**src/rtl/cal_sweep_pkg.sv**
```systemverilog
// Shared types and helpers for the calibration sweep sequencer.
package cal_sweep_pkg;

  typedef enum logic [2:0] {
    ST_IDLE,
    ST_SETTLE,
    ST_ACCUM,
    ST_EMIT,
    ST_FIN
  } state_t;

  localparam int POINT_W = 4;

  function automatic int acc_width(input int w, input int avg_log2);
    return w + avg_log2;
  endfunction

endpackage

```
**src/rtl/cal_sweep_accum.sv**
```systemverilog
// Four-channel signed accumulator; outputs are the floor average over 2^AVG_LOG2 samples.
module cal_sweep_accum
  import cal_sweep_pkg::*;
#(
  parameter int W        = 16,
  parameter int AVG_LOG2 = 6
) (
  input  logic         clk_256fs,
  input  logic         rst_n,
  input  logic         clr,
  input  logic         en,
  input  logic [W-1:0] sample [4],
  output logic [W-1:0] avg    [4]
);

  localparam int AW = acc_width(W, AVG_LOG2);

  logic signed [AW-1:0] acc [4];

  always_ff @(posedge clk_256fs or negedge rst_n) begin
    if (!rst_n) begin
      for (int i = 0; i < 4; i++) acc[i] <= '0;
    end else if (clr) begin
      for (int i = 0; i < 4; i++) acc[i] <= '0;
    end else if (en) begin
      for (int i = 0; i < 4; i++) acc[i] <= acc[i] + AW'($signed(sample[i]));
    end
  end

  // Arithmetic shift floors toward -inf; the sum of 2^AVG_LOG2 W-bit samples always fits.
  for (genvar g = 0; g < 4; g++) begin : g_avg
    assign avg[g] = W'(acc[g] >>> AVG_LOG2);
  end

endmodule

```
**src/rtl/cal_sweep_ctrl.sv**
```systemverilog
// Steps force_dac_output through a setpoint ladder, averages ADC samples per point and hands results out.
//   state  | meaning
//   IDLE   | not forcing, waiting for start
//   SETTLE | setpoint applied, discarding SETTLE strobes
//   ACCUM  | accumulating 2^AVG_LOG2 strobes
//   EMIT   | result valid, waiting for res_ready
//   FIN    | done pulse, release the DAC
module cal_sweep_ctrl
  import cal_sweep_pkg::*;
#(
  parameter int W        = 16,
  parameter int N_POINTS = 5,
  parameter int SP_START = -16000,
  parameter int SP_STEP  = 8000,
  parameter int SETTLE   = 64,
  parameter int AVG_LOG2 = 6
) (
  input  logic               clk_256fs,
  input  logic               rst_n,
  input  logic               start,
  input  logic               abort,
  input  logic               sample_strobe,
  input  logic [W-1:0]       sample_adc0,
  input  logic [W-1:0]       sample_adc1,
  input  logic [W-1:0]       sample_adc2,
  input  logic [W-1:0]       sample_adc3,
  output logic [W-1:0]       force_dac_output,
  output logic               busy,
  output logic               res_valid,
  input  logic               res_ready,
  output logic [POINT_W-1:0] res_point,
  output logic [W-1:0]       res_setpoint,
  output logic [W-1:0]       res_avg0,
  output logic [W-1:0]       res_avg1,
  output logic [W-1:0]       res_avg2,
  output logic [W-1:0]       res_avg3,
  output logic               done
);

  localparam int                 CNT_W      = 11;
  localparam logic [W-1:0]       SP_START_W = W'(SP_START);
  localparam logic [W-1:0]       SP_STEP_W  = W'(SP_STEP);
  localparam logic [CNT_W-1:0]   SETTLE_LD  = CNT_W'(SETTLE);
  localparam logic [CNT_W-1:0]   AVG_LD     = CNT_W'(1 << AVG_LOG2);
  localparam logic [POINT_W-1:0] LAST_PT    = POINT_W'(N_POINTS - 1);

  // A zero code would release the pmod, so a zero setpoint is forced as 1 LSB.
  function automatic logic [W-1:0] dac_code(input logic [W-1:0] sp);
    return (sp == '0) ? W'(1) : sp;
  endfunction

  state_t             state;
  logic [CNT_W-1:0]   cnt;
  logic [W-1:0]       setpoint;
  logic [POINT_W-1:0] point;
  logic [W-1:0]       next_sp;
  logic               acc_clr;
  logic               acc_en;
  logic [W-1:0]       samples [4];
  logic [W-1:0]       avgs    [4];

  assign next_sp = setpoint + SP_STEP_W;
  assign acc_clr = (state == ST_SETTLE) && sample_strobe && !abort && (cnt == CNT_W'(1));
  assign acc_en  = (state == ST_ACCUM) && sample_strobe && !abort;

  always_ff @(posedge clk_256fs or negedge rst_n) begin
    if (!rst_n) begin
      state            <= ST_IDLE;
      cnt              <= '0;
      setpoint         <= '0;
      point            <= '0;
      force_dac_output <= '0;
      busy             <= 1'b0;
      res_valid        <= 1'b0;
      done             <= 1'b0;
    end else begin
      done <= 1'b0;
      if (abort && state != ST_IDLE) begin
        state            <= ST_IDLE;
        force_dac_output <= '0;
        res_valid        <= 1'b0;
        busy             <= 1'b0;
      end else begin
        case (state)
          ST_IDLE: begin
            if (start && !abort) begin
              point            <= '0;
              setpoint         <= SP_START_W;
              force_dac_output <= dac_code(SP_START_W);
              busy             <= 1'b1;
              cnt              <= SETTLE_LD;
              state            <= ST_SETTLE;
            end
          end
          ST_SETTLE: begin
            if (sample_strobe) begin
              if (cnt == CNT_W'(1)) begin
                cnt   <= AVG_LD;
                state <= ST_ACCUM;
              end else begin
                cnt <= cnt - CNT_W'(1);
              end
            end
          end
          ST_ACCUM: begin
            if (sample_strobe) begin
              if (cnt == CNT_W'(1)) begin
                res_valid <= 1'b1;
                state     <= ST_EMIT;
              end else begin
                cnt <= cnt - CNT_W'(1);
              end
            end
          end
          ST_EMIT: begin
            if (res_ready) begin
              res_valid <= 1'b0;
              if (point != LAST_PT) begin
                point            <= point + POINT_W'(1);
                setpoint         <= next_sp;
                force_dac_output <= dac_code(next_sp);
                cnt              <= SETTLE_LD;
                state            <= ST_SETTLE;
              end else begin
                done  <= 1'b1;
                state <= ST_FIN;
              end
            end
          end
          ST_FIN: begin
            force_dac_output <= '0;
            busy             <= 1'b0;
            state            <= ST_IDLE;
          end
          default: state <= ST_IDLE;
        endcase
      end
    end
  end

  assign samples[0] = sample_adc0;
  assign samples[1] = sample_adc1;
  assign samples[2] = sample_adc2;
  assign samples[3] = sample_adc3;

  cal_sweep_accum #(
    .W        (W),
    .AVG_LOG2 (AVG_LOG2)
  ) u_accum (
    .clk_256fs (clk_256fs),
    .rst_n     (rst_n),
    .clr       (acc_clr),
    .en        (acc_en),
    .sample    (samples),
    .avg       (avgs)
  );

  assign res_point    = point;
  assign res_setpoint = setpoint;
  assign res_avg0     = avgs[0];
  assign res_avg1     = avgs[1];
  assign res_avg2     = avgs[2];
  assign res_avg3     = avgs[3];

endmodule

```
**config.mk**
```make
export PLATFORM = sky130hd
export DESIGN_NAME = cal_sweep_ctrl
export DESIGN_NICKNAME = d
export VERILOG_FILES = /design/src/rtl/cal_sweep_pkg.sv /design/src/rtl/cal_sweep_accum.sv /design/src/rtl/cal_sweep_ctrl.sv
export SDC_FILE = /design/constraint.sdc
export NUM_CORES = 1
export LEC_CHECK = 0
export BUFFER_PORTS_ARGS = -buffer_cell sky130_fd_sc_hd__buf_2
export CAP_MARGIN = 15
export CORE_MARGIN = 3
export CORE_UTILIZATION = 58
export CTS_CLUSTER_SIZE = 16
export DETAILED_ROUTE_END_ITERATION = 12
export PLACE_DENSITY_LB_ADDON = 0.08
export SYNTH_ARGS = -nofsm -noshare
export SYNTH_HDL_FRONTEND = slang
export SYNTH_HIERARCHICAL = 1
export SYNTH_SLANG_ARGS = --single-unit
```
**constraint.sdc**
```tcl
create_clock -name clk_256fs -period 3.2 [get_ports clk_256fs]
set_input_delay 0.32 -clock clk_256fs [delete_from_list [all_inputs] [get_ports clk_256fs]]
set_output_delay 0.32 -clock clk_256fs [all_outputs]
set_load 0.005 [all_outputs]
```
==> flow_metrics.tcl <==
set metrics [dict create \
    die_y_um 141 \
    cts_tree "done" \
    async_flop_share 1.00 \
    fin_crit_ps 2830 \
    ys_ff_latch 131 \
    layout-drive-gt1-share 0.190 \
    cts_buffer_depth 2 \
    dominantRegCellSynth "dfrtp_1" \
    drv_cap 0 \
    rsz0062_at_grt "no" \
    hold_viol 0 \
    port_buffers 166 \
    whs_ps 230 \
    hold_path_class "primary input to flip-flop" \
    regArea_um2 3280 \
    wl_per_cell_um 16.6 \
    n_fill_cell 1482 \
    ant_nets 0 \
    vdd_ir_drop_max_mv 0.370 \
    instances_no_fill 1507 \
    drtIter0Drc 473 \
    track_usage 0.249 \
    core_area_um2 17500 \
    finalSetupTns_ps 0 \
    netlist_instances 1183 \
    yosys.area.top_type "dfrtp_1" \
    io_pins 173 \
    crit_type "flip-flop to flip-flop" \
    overflow 0 \
    clock.fmax_ghz 0.353 \
    clk_transition_reported_paths_ps 60 \
    die_w_um 141 \
    p_leak_nw 5.88 \
    powerDensity_nw_per_um2 460 \
    slew_headroom 0.539 \
    synth.area.top_cells "dfrtp_1 31%, ha_1 11%, buf_4 5.6%" \
    yosys_warnings 6 \
    end_kind "flip-flop" \
    synth_top_area_frac 0.311 \
    status "finished, final reports clean" \
    finalSetupViolCount 0 \
    critPathRequiredTime_ps 3480 \
    critPathLaunchType "flip-flop" \
    power_mw 5.36 \
    grt_pass1_wl_mm 41.1 \
    root_buffer "clkbuf_16" \
    clk-insertion-delay-late_ps 420 \
    cp.arrival_ps 3120 \
    finish.utilization 0.664 \
    cts_num_sinks 131 \
    slew_violations 0 \
    synth_edf_count 0 \
    ys_seq_area_frac 0.311 \
    tightestPinTransition_ps 691 \
    synth_cell_types 93 \
    viasPerCell 5.90 \
    multi_input_comb_area_um2 6400 \
    dpl.cell_count 1473 \
    num_vias 8885 \
    routed_wl_mm 24.9 \
    synth.avg_cell_area_um2 8.91 \
    place.gp.congestion 0.914 \
    htreeDepth 4 \
    crit_fanout 4 \
    drt_first_pass_iters 5 \
    drc_errors 0 \
    grt_max_degree 73 \
    holdCritStartpoint "res_ready" \
    min_period_over_period 0.885 \
    rows 48 \
    skew_ps 9.04 \
    numCtsBuffers 17 \
    startpoint "u_accum/acc[0]$_DFFE_PN0P_" \
    floorplan.initialDensity 0.601 \
    post_cts_resized 0 \
    syn-cell-area_um2 10500 \
    finalNetCount 1431 \
    r2r_start "u_accum/acc[0]$_DFFE_PN0P_" \
    antenna_found_initial 4 \
    die_area_um2 19800 \
    place_hpwl_mm 18.1 \
    syn2layout_area_growth_pct 10.5 \
    first_global_vias 8384 \
]
-- critical path, stage by stage (launching register included) --
cell,delay [ps]
dfrtp_1,380
ha_1,220
fa_1,420
a21o_1,200
a21o_1,190
a21oi_1,210
o21ai_0,210
o211a_1,300
a221oi_1,320
xor2_1,160
o21ai_0,80
-- flip-flops by register name, summed over array words and instances (netlist names) --
name / count
res_point: 4
u_accum/avg: 64
state: 3
res_valid: 1
done: 1
cnt: 11
busy: 1
u_accum/acc: 24
force_dac_output: 12
res_setpoint: 10
-- final cells by class --
| class | count | area share |
|---|---|---|
| multi-input combinational | 914 | 0.550 |
| clock inverter | 11 | 0.0130 |
| antenna | 1 | 0.000215 |
| clock buffer | 21 | 0.0404 |
| sequential | 131 | 0.281 |
| timing repair buffer | 177 | 0.0824 |
| inverter | 27 | 0.00870 |
| tap | 225 | 0.0242 |
-- cell usage in the layout (no fill, tap or decap), types with 7 or more instances in the layout --
cell type	instances
a31oi_1	19
clkbuf_16	17
and2_1	8
nand4_1	14
o21bai_1	15
and3_1	14
nand2_1	99
o21ai_1	11
nand2b_1	15
a21o_1	46
buf_2	165
nor2_1	94
mux2i_1	38
nor2b_1	13
xor2_1	30
a21oi_1	76
a211oi_1	11
ha_1	89
nor3_1	17
dfrtp_1	131
nand3_1	23
inv_1	27
a22o_1	11
buf_4	7
xnor2_1	49
o21ai_0	77
o21a_1	11
-- final timing paths --
kind	to	slack, ps	cells past startpoint
min in group asynchronous	u_accum/acc[67]$_DFFE_PN0P_	480	2
min	state[2]$_DFFE_PN0P_	230	2
max in group asynchronous	res_setpoint[9]$_DFFE_PN0P_	1940	3
max	u_accum/avg[12]$_DFFE_PN0P_	370	10
max reg2reg	u_accum/avg[12]$_DFFE_PN0P_	370	10
min reg2reg	force_dac_output[9]$_DFFE_PN0P_	470	2
-- kinds of logic after synthesis --
kind of cell / Yosys count / synth area share
adder cells (fa/ha/maj): 93 / 0.113
other: 1 / 0.000356
multiplexers: 40 / 0.0382
XOR/XNOR: 79 / 0.0656
buffers and inverters: 143 / 0.0851
AND/OR/NAND/NOR: 348 / 0.166
AO/OA/AOI/OAI: 348 / 0.221
flip-flops: 131 / 0.311
-- repair_timing --
item | in CTS | in global routing
hold buffers | 1 | 0
hold endpoints to repair | 71 | 0
setup endpoints to repair | 0 | 0
setup buffers | 0 | 0
-- where the power goes --
group | internal (mW) | total [mW] | switching, mW
clock network | 1.29 | 2.06 | 0.765
logic | 0.594 | 1.36 | 0.770
registers | 1.80 | 1.94 | 0.139
total | 3.68 | 5.36 | 1.67
-- cells in the mapped netlist, types with 6 or more instances --
master and instances:
nor2b_1 13, nor3_1 18, nor2_1 95, xor2_1 30, xnor2_1 49, a21oi_1 76, a211oi_1 11, o21bai_1 15
and2_1 8, dfrtp_1 131, a22o_1 11, o211ai_1 6, ha_1 89, and3_1 14, or3_1 6, nand4_1 14
o21ai_0 77, buf_6 7, a41oi_1 6, inv_1 27, a31oi_1 19, a21o_1 46, nand3_1 23, o21a_1 11
buf_4 78, clkbuf_1 25, mux2i_1 38, o21ai_1 11, nand2_1 99, o31ai_1 6, nor3b_1 6, nand2b_1 15
-- per-layer routing --
metal  track usage  up-vias  wire, um
li1              -     4392         -
met5             0        -        43
met2         0.409      241     11700
met4        0.0561        8       389
met1         0.337     4207     11300
met3        0.0594       37      1450
-- through the flow --
step                setup slack [ps]  area, um^2
floorplan                        591       10600
global placement                 343       11000
detailed placement               313       11000
CTS                              361       11600
global route                     177       11600
finish                           367       11600
No activity file was read; power rests on OpenSTA's default activity.
